File: src/rtl/ooo_completion_buffer.sv
// Out-of-order completion buffer: dispatch reserves entries in program order,
// functional units complete them by index in any order, and the head entry
// retires in order (register write, commit PC) or raises a flush on exception.
module ooo_completion_buffer #(
    parameter int NUM_CB_ENTRY = 16,
    localparam int IDX_W = $clog2(NUM_CB_ENTRY)
) (
    input  logic             CLK,
    input  logic             nRST,
    // Dispatch side
    input  logic             alloc_req,
    output logic             alloc_gnt,
    output logic [IDX_W-1:0] alloc_index,
    output logic             full,
    output logic             empty,
    // Completion strobes
    input  logic             done_a,
    input  logic             done_mu,
    input  logic             done_du,
    input  logic             done_ls,
    input  logic [IDX_W-1:0] index_a,
    input  logic [IDX_W-1:0] index_mu,
    input  logic [IDX_W-1:0] index_du,
    input  logic [IDX_W-1:0] index_ls,
    input  logic             wen_au,
    input  logic             wen_mu,
    input  logic             wen_du,
    input  logic             wen_ls,
    input  logic [4:0]       reg_rd_au,
    input  logic [4:0]       reg_rd_mu,
    input  logic [4:0]       reg_rd_du,
    input  logic [4:0]       reg_rd_ls,
    input  logic [31:0]      wdata_au,
    input  logic [31:0]      wdata_mu,
    input  logic [31:0]      wdata_du,
    input  logic [31:0]      wdata_ls,
    input  logic [31:0]      pc_a,
    input  logic [31:0]      pc_mu,
    input  logic [31:0]      pc_du,
    input  logic [31:0]      pc_ls,
    input  logic             exception_a,
    input  logic             exception_mu,
    input  logic             exception_du,
    input  logic             exception_ls,
    // Commit side
    output logic             rf_wen,
    output logic [4:0]       rf_rd,
    output logic [31:0]      rf_wdata,
    output logic             commit_valid,
    output logic [31:0]      commit_pc,
    output logic             exception_out,
    output logic [31:0]      exception_pc,
    output logic             flush
);

    localparam int NUM_UNIT = 4;  // unit slot order: 0=arith, 1=mult, 2=div, 3=load/store

    // Entry storage
    logic             r_valid [NUM_CB_ENTRY];
    logic             r_done  [NUM_CB_ENTRY];
    logic             r_wen   [NUM_CB_ENTRY];
    logic [4:0]       r_rd    [NUM_CB_ENTRY];
    logic [31:0]      r_wdata [NUM_CB_ENTRY];
    logic [31:0]      r_pc    [NUM_CB_ENTRY];
    logic             r_exc   [NUM_CB_ENTRY];

    // Pointers carry an extra wrap bit to tell full from empty
    logic [IDX_W:0]   r_head;
    logic [IDX_W:0]   r_tail;

    logic [IDX_W-1:0] w_head_idx;
    logic [IDX_W-1:0] w_tail_idx;
    logic             w_flush_now;
    logic             w_retire;

    // Unit inputs gathered into arrays so completion is handled uniformly
    logic             w_done  [NUM_UNIT];
    logic [IDX_W-1:0] w_idx   [NUM_UNIT];
    logic             w_wen   [NUM_UNIT];
    logic [4:0]       w_rd    [NUM_UNIT];
    logic [31:0]      w_wdata [NUM_UNIT];
    logic [31:0]      w_pc    [NUM_UNIT];
    logic             w_exc   [NUM_UNIT];

    logic             w_cmp_hit  [NUM_CB_ENTRY];
    logic [1:0]       w_cmp_unit [NUM_CB_ENTRY];

    assign w_done[0]  = done_a;      assign w_done[1]  = done_mu;
    assign w_done[2]  = done_du;     assign w_done[3]  = done_ls;
    assign w_idx[0]   = index_a;     assign w_idx[1]   = index_mu;
    assign w_idx[2]   = index_du;    assign w_idx[3]   = index_ls;
    assign w_wen[0]   = wen_au;      assign w_wen[1]   = wen_mu;
    assign w_wen[2]   = wen_du;      assign w_wen[3]   = wen_ls;
    assign w_rd[0]    = reg_rd_au;   assign w_rd[1]    = reg_rd_mu;
    assign w_rd[2]    = reg_rd_du;   assign w_rd[3]    = reg_rd_ls;
    assign w_wdata[0] = wdata_au;    assign w_wdata[1] = wdata_mu;
    assign w_wdata[2] = wdata_du;    assign w_wdata[3] = wdata_ls;
    assign w_pc[0]    = pc_a;        assign w_pc[1]    = pc_mu;
    assign w_pc[2]    = pc_du;       assign w_pc[3]    = pc_ls;
    assign w_exc[0]   = exception_a; assign w_exc[1]   = exception_mu;
    assign w_exc[2]   = exception_du; assign w_exc[3]  = exception_ls;

    assign w_head_idx  = r_head[IDX_W-1:0];
    assign w_tail_idx  = r_tail[IDX_W-1:0];

    assign full  = (w_head_idx == w_tail_idx) && (r_head[IDX_W] != r_tail[IDX_W]);
    assign empty = (r_head == r_tail);

    // Head decisions use registered state only, so a completion never retires in its own cycle
    assign w_flush_now = r_valid[w_head_idx] & r_done[w_head_idx] & r_exc[w_head_idx];
    assign w_retire    = r_valid[w_head_idx] & r_done[w_head_idx] & ~r_exc[w_head_idx];

    assign alloc_gnt   = alloc_req & ~full & ~w_flush_now;
    assign alloc_index = w_tail_idx;

    // Per-entry completion arbitration: later (higher-priority) units overwrite the selection
    always_comb begin
        for (int e = 0; e < NUM_CB_ENTRY; e++) begin
            // NOTE: defaults first so every path assigns a value and no latch is inferred.
            w_cmp_hit[e]  = 1'b0;
            w_cmp_unit[e] = 2'd0;
            for (int u = 0; u < NUM_UNIT; u++) begin
                if (w_done[u] && (w_idx[u] == IDX_W'(e))) begin
                    w_cmp_hit[e]  = 1'b1;
                    w_cmp_unit[e] = 2'(u);
                end
            end
        end
    end

    // Entry array and pointer update: reset, flush, allocate, complete, retire
    always_ff @(posedge CLK) begin
        if (!nRST) begin
            r_head <= '0;
            r_tail <= '0;
            // NOTE: the whole array is cleared so a reset discards every in-flight entry,
            // not just the pointers; a stale valid/done bit would otherwise complete later.
            for (int e = 0; e < NUM_CB_ENTRY; e++) begin
                r_valid[e] <= 1'b0;
                r_done[e]  <= 1'b0;
                r_wen[e]   <= 1'b0;
                r_rd[e]    <= '0;
                r_wdata[e] <= '0;
                r_pc[e]    <= '0;
                r_exc[e]   <= 1'b0;
            end
        end else if (w_flush_now) begin
            r_head <= '0;
            r_tail <= '0;
            for (int e = 0; e < NUM_CB_ENTRY; e++) begin
                r_valid[e] <= 1'b0;
                r_done[e]  <= 1'b0;
                r_exc[e]   <= 1'b0;
            end
        end else begin
            // NOTE: non-blocking assignments let the allocate/complete/retire updates below
            // all see the pre-edge state, which is what makes same-cycle alloc+retire safe.
            for (int e = 0; e < NUM_CB_ENTRY; e++) begin
                if (w_cmp_hit[e] && r_valid[e] && !r_done[e]) begin
                    r_done[e]  <= 1'b1;
                    r_wen[e]   <= w_wen[w_cmp_unit[e]];
                    r_rd[e]    <= w_rd[w_cmp_unit[e]];
                    r_wdata[e] <= w_wdata[w_cmp_unit[e]];
                    r_pc[e]    <= w_pc[w_cmp_unit[e]];
                    r_exc[e]   <= w_exc[w_cmp_unit[e]];
                end
            end
            if (alloc_gnt) begin
                r_valid[w_tail_idx] <= 1'b1;
                r_done[w_tail_idx]  <= 1'b0;
                r_tail              <= r_tail + (IDX_W+1)'(1);
            end
            if (w_retire) begin
                r_valid[w_head_idx] <= 1'b0;
                r_done[w_head_idx]  <= 1'b0;
                r_head              <= r_head + (IDX_W+1)'(1);
            end
        end
    end

    // Registered commit/exception outputs; strobes pulse, data fields hold their last value
    always_ff @(posedge CLK) begin
        if (!nRST) begin
            rf_wen        <= 1'b0;
            rf_rd         <= '0;
            rf_wdata      <= '0;
            commit_valid  <= 1'b0;
            commit_pc     <= '0;
            exception_out <= 1'b0;
            exception_pc  <= '0;
            flush         <= 1'b0;
        end else begin
            commit_valid  <= w_retire;
            rf_wen        <= w_retire & r_wen[w_head_idx] & (r_rd[w_head_idx] != 5'd0);
            exception_out <= w_flush_now;
            flush         <= w_flush_now;
            if (w_retire) begin
                rf_rd     <= r_rd[w_head_idx];
                rf_wdata  <= r_wdata[w_head_idx];
                commit_pc <= r_pc[w_head_idx];
            end
            if (w_flush_now) begin
                exception_pc <= r_pc[w_head_idx];
            end
        end
    end

endmodule

File: config.mk
export PLATFORM = sky130hd
export DESIGN_NAME = ooo_completion_buffer
export DESIGN_NICKNAME = d
export VERILOG_FILES = /design/src/rtl/ooo_completion_buffer.sv
export SDC_FILE = /design/constraint.sdc
export NUM_CORES = 2
export LEC_CHECK = 0
export CORE_MARGIN = 4
export CORE_UTILIZATION = 45
export CTS_BUF_LIST = sky130_fd_sc_hd__clkbuf_16
export DETAILED_ROUTE_END_ITERATION = 16
export GPL_TIMING_DRIVEN = 1
export SYNTH_ARGS = -nofsm -noshare
export SYNTH_HDL_FRONTEND = slang
export SYNTH_SLANG_ARGS = --single-unit
File: constraint.sdc
create_clock -name CLK -period 9.2 [get_ports CLK]
set_input_delay 1.38 -clock CLK [delete_from_list [all_inputs] [get_ports CLK]]
set_output_delay 1.38 -clock CLK [all_outputs]
set_load 0.005 [all_outputs]
==> summary.md <==
| Metric | Value |
|---|---|
| Std-Cell Rows | 161 |
| Initial antenna violation count | 65 |
| Core area | a little under 200000 um2 |
| Metal2 WL | approximately 180 mm |
| Worst-Margin Slew | ~1.4 ns |
| Startpoint Class | flop |
| Critical path required time | around 7.8 ns |
| GRT Total Usage | 38.12% |
| Routability-driven placement congestion ratio | between 1 and 1.5 |
| Pwr/cell area | around 150 nW/um2 |
| Clock transition at the registers of the reported paths | roughly 0.050 ns |
| Ys async rst share | 0% |
| RSZ-0062 raised after global routing | false |
| Hold buffers post-CTS | 0 |
| CTS tree | done |
| F_max | between 0.1 and 0.15 GHz |
| Vias in the first global route | just under 80k |
| First-pass GRT wire length | 566.5 mm |
| DRT Wirelength | approximately 400 mm |
| Fin cells | 11.23k |
| Peak supply drop | 0.2145 mV |
| CP bufs+invs | 3 |
| CTS Root Cell | clkbuf_16 |
| Final worst slack | around 2.3 ns |
| Initial Utilization | a little under half |
| Distinct cells, synth | between 60 and 70 |
| Pins Over Slew Limit | 0 |
| I/O Pins | 419 |
| Mux share of post-synthesis cell area | a little under a fifth |
| Post-CTS Setup Bufs | 0 |
| Synth Area in XOR/XNOR | less than 1% |
| HPWL after DPL | roughly 230 mm |
| Main combinational cell family by area after synthesis | multiplexers |
| # DRC | 0 |
| Vias per cell | 7.268 |
| Die height | between 400 and 500 um |
| Delay-heaviest family, CP | buffers and inverters |
| Number of synthesized flops with an enable pin | between 1k and 1.5k |
| Endpoint class of the critical path | output port |
| Final min period | between 6 and 7 ns |
| Worst Path Class, Setup | reg -> out |
| Max-cap viol count | 0 |
| Post-synthesis simple-gate area fraction | 15.59% |
| Flops & latches, synth | ~1.3k |
| Worst Path Max Fanout | 33 |
| Compound-Gate Fraction of Synth Area | 17.92% |
| DP Area | around 92000 um2 |
| Gr ovfl total | 0 |
| DRT iter0 DRCs | around 13k |
| Most used cell, CP | buf_4 |
| DR WL/cell | between 30 and 40 um |
| Mapped Cells | slightly above 9k |
| Via count | approximately 82k |
| Setup_tns | 0 ns |
| Number of port buffers | about 420 |
| Highest routed layer | met5 |
| Dpl cells | 10.90k |
| Worst slew margin | under 10% |
| Clock tree buffer depth | 3 |
| Worst r2r path cells | 9 |
| Syn avg cell area | 9.651 um2 |
| Detail Route Antenna Nets | 0 |
| TritonRoute pass-1 iters | 6 |
| DR WL met3 | slightly above 50 mm |
| CP max stage cell | nand4_1 |
| Largest net degree at the start of global routing | about 140 |
| Synthesized Nets | 9416 |
| CP cell instances | buf_4, or3b_2, o22ai_1, a221oi_1, nand4_1, buf_4, and2_1, clkdlybuf4s50_1 |
| Worst Clk Skew | roughly 0.041 ns |
| DP Worst Slack | approximately 3.2 ns |
| Final period util | 74.61% |
| Share of cells above drive strength 1 | between 10% and 20% |
| Num CTS Buffers | ~160 |
| Final nets | just under 9k |
| Die area | just over 200000 um2 |
| CTS resizes | 0 |
| Max stage delay on crit path | 0.94 ns |
| Final hold vios | 0 |
| Status | complete, no violations |
| Sequential share of the synthesized area | a little over two fifths |
| Setup violations, final | 0 |
| Clk Latency, worst-skew pair | roughly 0.85 ns |
| Hold crit path type | reg -> reg |
| Met1 WL | around 140 mm |
| Die width | 449.8 um |
| Design area | around 97000 um2 |
| Worst path depth | 8 |
| Synth-to-layout area growth | 10.91% |
| Static Leak | around 0.036 uW |
| Mapped cell area | 87830 um2 |
| Adder and majority gate portion of the synthesized area | 0.1140% |
| Core Util, Final | around 50% |
| CTS H-Tree Depth | 4 |
| Worst EP arrival | between 5 and 6 ns |
| Num Clock Sinks | about 1.3k |
| Yosys warns | 0 |
| Hold Path Stages | 2 |
| Synth Flop Type | edfxtp_1 |
[where the power goes]
group	internal, uW	switching (uW)
Sequential	6640	87.5
Clock	3380	2730
Combinational	737	1330
Total	10800	4150
[cell usage after synthesis, types with 109 or more instances]
cell type,n,area (um2)
a211oi_1,1028,7717
a21oi_1,578,2893
and3_1,279,1745
buf_1,170,638.1
clkbuf_1,1105,4148
dfxtp_1,168,3363
edfxtp_1,1118,33570
mux2i_1,774,7747
mux4_2,354,7973
nand2_1,574,2155
nand3_1,172,860.8
nor2_1,1386,5202
nor2b_1,252,1577
nor3_1,305,1526
o21ai_0,109,545.5
o221ai_1,356,3118
[per-layer routing]
layer | global-route usage (%) | vias to the layer above
met5 | 0.1894 | -
met4 | 25.69 | 26
met3 | 10.51 | 1535
met2 | 56.86 | 6686
met1 | 48.33 | 40110
li1 | - | 33280
[worst reg2reg max path, cell delays in order, from the launching register on]
cell and delay, ns:
dfxtp_4 0.70, buf_4 0.58, mux4_2 0.59, mux4_2 0.65, inv_2 0.37, nor4_2 0.07
buf_4 0.30, buf_4 0.40, o21ai_4 1.21, buf_4 0.82
[metrics by stage]
step / hold slack [ns] / power, uW
floorplan: 0.4290 / 8100
global placement: 0.4449 / 8791
detailed placement: 0.4479 / 8839
CTS: 0.4560 / 14840
global route: 0.4754 / 15250
finish: 0.4525 / 14900
[final timing paths]
path / from / endpoint / slack, ns
max: flop / alloc_gnt / 2.34
max reg2reg: flop / r_pc[6][4]$_SDFFCE_PN0P_ / 3.08
min reg2reg: exception_pc[5]$_SDFFE_PN0P_ / exception_pc[5]$_SDFFE_PN0P_ / 0.45
min: exception_pc[5]$_SDFFE_PN0P_ / exception_pc[5]$_SDFFE_PN0P_ / 0.45
[registers in the layout (all words and copies together) (netlist names), named ones only]
signal,cells
r_pc,512
r_wdata,512
r_rd,80
commit_pc,32
exception_pc,32
rf_wdata,32
r_done,16
r_exc,16
r_valid,16
r_wen,16
r_head,5
r_tail,5
rf_rd,5
commit_valid,1
flush,1
rf_wen,1
[final cells by class]
| class | count | area (um2) |
|---|---|---|
| diodes | 44 | 110.1 |
| clock buffers | 163 | 4079 |
| clock inverters | 128 | 815.8 |
| fillers | 17500 | 95970 |
| inverters | 18 | 75.07 |
| repair buffers | 594 | 5673 |
| flip-flops and latches | 1286 | 36960 |
| well taps | 2526 | 3161 |
| multi-input cells | 6472 | 46540 |
[cells in the final DEF (no fill, tap or decap), types with 27 or more instances in the layout]
| cell | synthesis | layout |
|---|---|---|
| mux2_2 | 38 | 38 |
| nor2b_1 | 252 | 252 |
| a21oi_1 | 578 | 574 |
| clkbuf_16 | 0 | 163 |
| inv_1 | 15 | 58 |
| nand2_1 | 574 | 547 |
| diode_2 | 0 | 44 |
| o21ai_0 | 109 | 93 |
| a211oi_1 | 1028 | 1028 |
| o221ai_1 | 356 | 356 |
| mux2i_1 | 774 | 774 |
| edfxtp_1 | 1118 | 1118 |
| buf_4 | 7 | 163 |
| clkinv_1 | 1 | 32 |
| nor3_1 | 305 | 300 |
| nand3_1 | 172 | 168 |
| and3_1 | 279 | 279 |
| mux4_2 | 354 | 354 |
| dfxtp_1 | 168 | 160 |
| nor2_1 | 1386 | 1365 |
| clkdlybuf4s50_1 | 0 | 417 |
| o211a_1 | 70 | 70 |
| nand2_4 | 0 | 27 |
[logic make-up (layout without fill, tap and decap cells)]
kind of cell,Yosys count,after routing
DFF,1286,1286
buffers and inverters,1343,903
other,0,44
xor gates and xnor gates,10,10
muxes,1166,1166
AOI/OAI and AO/OA,2232,2232
adders and majority gates,8,8
and+or+nand+nor,3056,3056
No activity file was read; power rests on OpenSTA's default activity.
